`src/rtl/mult_pkg.sv`:
```
// mult_pkg: widths shared by the Booth radix-4 Wallace multiplier and its final CPA stage.
package mult_pkg;

    localparam int PROD_W    = 32;
    localparam int OPND_W    = 16;
    localparam int CPA_SPLIT = 16;

    typedef logic [PROD_W-1:0] prod_t;

endpackage : mult_pkg

```
`src/rtl/cpa_slice.sv`:
```
// cpa_slice: combinational WIDTH-bit ripple slice of the carry-propagate adder, {o_cout, o_sum} = a + b + cin.
module cpa_slice #(
    parameter int WIDTH = 16
) (
    input  logic [WIDTH-1:0] i_a,
    input  logic [WIDTH-1:0] i_b,
    input  logic             i_cin,
    output logic [WIDTH-1:0] o_sum,
    output logic             o_cout
);

    // Widen every operand to WIDTH+1 so the carry-out lands in the top bit.
    assign {o_cout, o_sum} = {1'b0, i_a} + {1'b0, i_b} + {{WIDTH{1'b0}}, i_cin};

endmodule : cpa_slice

```
`src/rtl/wallace_cpa_pipe.sv`:
```
// wallace_cpa_pipe: two-stage pipelined CPA resolving the Wallace tree's sum/carry vectors into the product.
// Optional: define CPA_COUT_EN to add port cout, the registered carry-out of the high slice.
module wallace_cpa_pipe
    import mult_pkg::*;
#(
    parameter int W     = PROD_W,
    parameter int SPLIT = CPA_SPLIT
) (
    input  logic         sys_clk,
    input  logic         sys_rst_n,
    input  logic         in_valid,
    output logic         in_ready,
    input  logic [W-1:0] sum_vec,
    input  logic [W-1:0] carry_vec,
    output logic         out_valid,
    input  logic         out_ready,
    output logic [W-1:0] product
`ifdef CPA_COUT_EN
    ,
    output logic         cout
`endif
);

    localparam int HI_W = W - SPLIT;

    logic              r_s1_valid;
    logic [SPLIT-1:0]  r_lo;
    logic              r_c_lo;
    logic [HI_W-1:0]   r_sum_hi;
    logic [HI_W-1:0]   r_carry_hi;
    logic              r_s2_valid;
    logic [W-1:0]      r_product;

    logic              w_s2_ready;
    logic              w_in_fire;
    logic              w_s12_fire;
    logic [SPLIT-1:0]  w_lo;
    logic              w_c_lo;
    logic [HI_W-1:0]   w_hi;

    // out_ready reaches in_ready combinationally on purpose: no skid buffer between the stages.
    assign w_s2_ready = ~r_s2_valid | out_ready;
    assign in_ready   = ~r_s1_valid | w_s2_ready;
    assign w_in_fire  = in_valid & in_ready;
    assign w_s12_fire = r_s1_valid & w_s2_ready;

    cpa_slice #(.WIDTH(SPLIT)) u_lo_slice (
        .i_a    (sum_vec[SPLIT-1:0]),
        .i_b    (carry_vec[SPLIT-1:0]),
        .i_cin  (1'b0),
        .o_sum  (w_lo),
        .o_cout (w_c_lo)
    );

`ifdef CPA_COUT_EN
    logic w_c_hi;
    logic r_cout;
`else
    logic w_unused_c_hi;
`endif

    cpa_slice #(.WIDTH(HI_W)) u_hi_slice (
        .i_a    (r_sum_hi),
        .i_b    (r_carry_hi),
        .i_cin  (r_c_lo),
        .o_sum  (w_hi),
`ifdef CPA_COUT_EN
        .o_cout (w_c_hi)
`else
        .o_cout (w_unused_c_hi)
`endif
    );

    // NOTE: state updates use non-blocking assignments so every stage samples pre-edge values,
    // which is what lets input accept, s1->s2 transfer and output handshake happen on one edge.
    always_ff @(posedge sys_clk or negedge sys_rst_n) begin
        if (!sys_rst_n) begin
            // NOTE: data registers are cleared too, so product reads 0 until the first load.
            r_s1_valid <= 1'b0;
            r_lo       <= '0;
            r_c_lo     <= 1'b0;
            r_sum_hi   <= '0;
            r_carry_hi <= '0;
        end else begin
            if (w_in_fire) begin
                r_s1_valid <= 1'b1;
                r_lo       <= w_lo;
                r_c_lo     <= w_c_lo;
                r_sum_hi   <= sum_vec[W-1:SPLIT];
                r_carry_hi <= carry_vec[W-1:SPLIT];
            end else if (w_s12_fire) begin
                r_s1_valid <= 1'b0;
            end
        end
    end

    always_ff @(posedge sys_clk or negedge sys_rst_n) begin
        if (!sys_rst_n) begin
            r_s2_valid <= 1'b0;
            r_product  <= '0;
        end else begin
            if (w_s12_fire) begin
                r_s2_valid <= 1'b1;
                r_product  <= {w_hi, r_lo};
            end else if (out_ready) begin
                r_s2_valid <= 1'b0;
            end
        end
    end

`ifdef CPA_COUT_EN
    // Carry-out travels with its product; a legal operand pair never sets it.
    always_ff @(posedge sys_clk or negedge sys_rst_n) begin
        if (!sys_rst_n) begin
            r_cout <= 1'b0;
        end else if (w_s12_fire) begin
            r_cout <= w_c_hi;
        end
    end

    assign cout = r_cout;
`endif

    assign out_valid = r_s2_valid;
    assign product   = r_product;

endmodule : wallace_cpa_pipe

```
`config.mk`:
```
export PLATFORM = sky130hd
export DESIGN_NAME = wallace_cpa_pipe
export DESIGN_NICKNAME = d
export VERILOG_FILES = /design/src/rtl/mult_pkg.sv /design/src/rtl/cpa_slice.sv /design/src/rtl/wallace_cpa_pipe.sv
export SDC_FILE = /design/constraint.sdc
export NUM_CORES = 1
export LEC_CHECK = 0
export ABC_AREA = 1
export CORE_MARGIN = 2
export CORE_UTILIZATION = 55
export CTS_BUF_LIST = sky130_fd_sc_hd__clkbuf_16
export CTS_CLUSTER_DIAMETER = 50
export CTS_CLUSTER_SIZE = 12
export DETAILED_ROUTE_END_ITERATION = 7
export PLACE_DENSITY = 0.84
export SLEW_MARGIN = 20
export SYNTH_ARGS = -nofsm -noshare
export SYNTH_HDL_FRONTEND = slang
export SYNTH_HIERARCHICAL = 1
export SYNTH_SLANG_ARGS = --single-unit
```
`constraint.sdc`:
```
create_clock -name sys_clk -period 5.15 [get_ports sys_clk]
set_input_delay 0.515 -clock sys_clk [delete_from_list [all_inputs] [get_ports sys_clk]]
set_output_delay 0.515 -clock sys_clk [all_outputs]
set_load 0.005 [all_outputs]
```
==> results.sh <==
export IMPL_p_comb_share_pct=37.9
export IMPL_layout_drive_gt1_share_pct=7.86
export IMPL_irDropWorstVdd_uv=204
export IMPL_dr_first_iter_drc_count=178
export IMPL_area_growth_pct=25.2
export IMPL_via_per_inst=5.07
export IMPL_worstMarginPinSlew_ns=0.914
export IMPL_cp_max_fo=52
export IMPL_hold_buffers=0
export IMPL_syn_area_um2=5240
export IMPL_wire_per_inst_um=13.1
export IMPL_dieArea_um2=10300
export IMPL_p_per_area_nw_per_um2=382
export IMPL_worst_slew_margin_rel_pct=38.8
export IMPL_dp_hpwl_um=9070
export IMPL_outcome="finished, final reports clean"
export IMPL_p_sw_mw=0.852
export IMPL_maxCapViolCount=0
export IMPL_num_rows=35
export IMPL_post_cts_buffers=0
export IMPL_internal_power_mw=1.65
export IMPL_final_setup_tns_ns=0
export IMPL_cts_root_buffer="clkbuf_16"
export IMPL_setup_slack_ns=2.49
export IMPL_syn_inst=723
export IMPL_dp_slack_ns=2.34
export IMPL_drc=0
export IMPL_grt_usage_pct=25.3
export IMPL_yosysWarnings=6
export IMPL_crit_arrival_ns=2.15
export IMPL_maxSlewViolCount=0
export IMPL_leakagePower_nw=3.59
export IMPL_htree_levels=3
export IMPL_grt_remaining_overflow=0
export IMPL_wl_um=12400
export IMPL_antenna_found_initial=0
export IMPL_nets=912
export IMPL_cts_num_sinks=83
export IMPL_initial_utilization_pct=56.7
export IMPL_numCtsBuffers=9
export IMPL_finalCritPeriodShare_pct=51.7
export IMPL_ctsResizeCount=0
export IMPL_clk_latency_ns=0.33
export IMPL_power_frac_seq_pct=37.3
export IMPL_cts_tree="built"
export IMPL_vias=4783
export IMPL_path_class="input pin to output port"
export IMPL_crit_required_ns=4.64
export IMPL_max_freq_mhz=376
export IMPL_grt_max_degree=84
export IMPL_synth_nets=825
export IMPL_grt_pass1_vias=4795
export IMPL_fp_dieH_um=102
export IMPL_gp_congestion=0.890
export IMPL_die_w_um=102
export IMPL_syn_mean_instance_area_um2=7.25
export IMPL_drt_pass1_iterations=4
export IMPL_rsz0062_at_grt="no"
export IMPL_worst_clock_skew_ns=0.00684
export IMPL_io_pins=102
export IMPL_period_minus_slack_ns=2.66
export IMPL_final_fill_count=760
export IMPL_io_buffers=101
export IMPL_power_frac_clock_pct=24.8
export IMPL_postRouteAntennaNets=0
export IMPL_end_kind="output port"
export IMPL_hp_class="input pin to async pin"
export IMPL_switching_share_pct=34.0
export IMPL_clockBufferDepth=2
export IMPL_core_um2=9240
export IMPL_hold_viol=0
export IMPL_setup_viol=0
export IMPL_grt_pass1_wl_um=20600
export IMPL_clk_pin_slew_ns=0.06
export IMPL_num_antenna_cells=0
export IMPL_start_kind="input pin"
-- stage by stage --
step           power (mW)  utilization (%)  hold WS (ns)  instances  instance area [µm²]
6_report             2.51             71.0         0.216        943                 6560
5_1_grt              2.69             71.0         0.284        943                 6560
4_1_cts              2.53             71.0         0.397        943                 6560
3_5_place_dp         1.90             67.8         0.458        928                 6270
3_3_place_gp         1.86             67.8         0.454        928                 6270
2_1_floorplan        1.47                -         0.219        723                 5240
-- registers in the layout, summed over array words and instances (netlist names) --
signal / cells
r_lo: 16
r_sum_hi: 16
r_carry_hi: 16
product: 32
r_c_lo: 1
out_valid: 1
r_s1_valid: 1
-- power by group through the flow --
stage / Sequential (mW) / Combinational, mW / Clock (mW)
after floorplan: 0.930 / 0.541 / 0
after global placement: 0.936 / 0.925 / 0
after detailed placement: 0.942 / 0.953 / 0
after CTS: 0.934 / 0.961 / 0.633
after global routing: 0.955 / 1.07 / 0.659
final: 0.935 / 0.950 / 0.623
-- final timing paths --
kind / start / endpoint / slack, ns / depth (start not counted)
setup / recovery: out_ready / in_ready / 2.49 / 4
hold / removal: sys_rst_n / product[29] / 0.22 / 1
setup reg to reg: out_valid / r_carry_hi[3] / 2.94 / 4
hold reg to reg: r_lo[2] / r_lo[2] / 0.47 / 2
max in group asynchronous: sys_rst_n / r_lo[12] / 4.43 / 1
min in group sys_clk: r_lo[2] / r_lo[2] / 0.47 / 2
-- per-layer routing --
metal / up-vias / part of all wire (%) / track usage, %
met5: - / 0 / 0
met4: 0 / 3.1 / 11.9
met3: 29 / 3.7 / 2.62
met2: 125 / 53 / 48.2
met1: 2208 / 40 / 27.9
li1: 2421 / - / -
-- cell usage in the layout (no fill, tap or decap), types with 4 or more instances in the layout --
cell type / n
xor2_1: 12
nand2_1: 315
inv_2: 10
nand3_2: 4
nand2_2: 20
or2_1: 4
nand3_1: 95
dfrtp_1: 83
nor3_2: 6
fa_1: 4
inv_1: 67
a21oi_1: 12
nand3b_1: 4
clkdlybuf4s50_1: 99
nor2_1: 18
ha_1: 30
clkbuf_16: 9
-- worst max-delay path: stages --
cell and delay [ns]:
clkdlybuf4s50_1 0.39, inv_1 0.12, nand3_4 0.47, clkdlybuf4s50_1 0.63
-- area by class of cell --
class / instances / area [µm²] / area share [%]
clock buffer: 9 / 225 / 3.43
clock inverter: 6 / 65.1 / 0.992
inverter: 77 / 289 / 4.41
multi-input combinational: 537 / 2730 / 41.6
sequential: 83 / 2080 / 31.7
tap: 129 / 161 / 2.46
timing repair buffer: 102 / 1010 / 15.5
(Power assumes the default switching activity.)
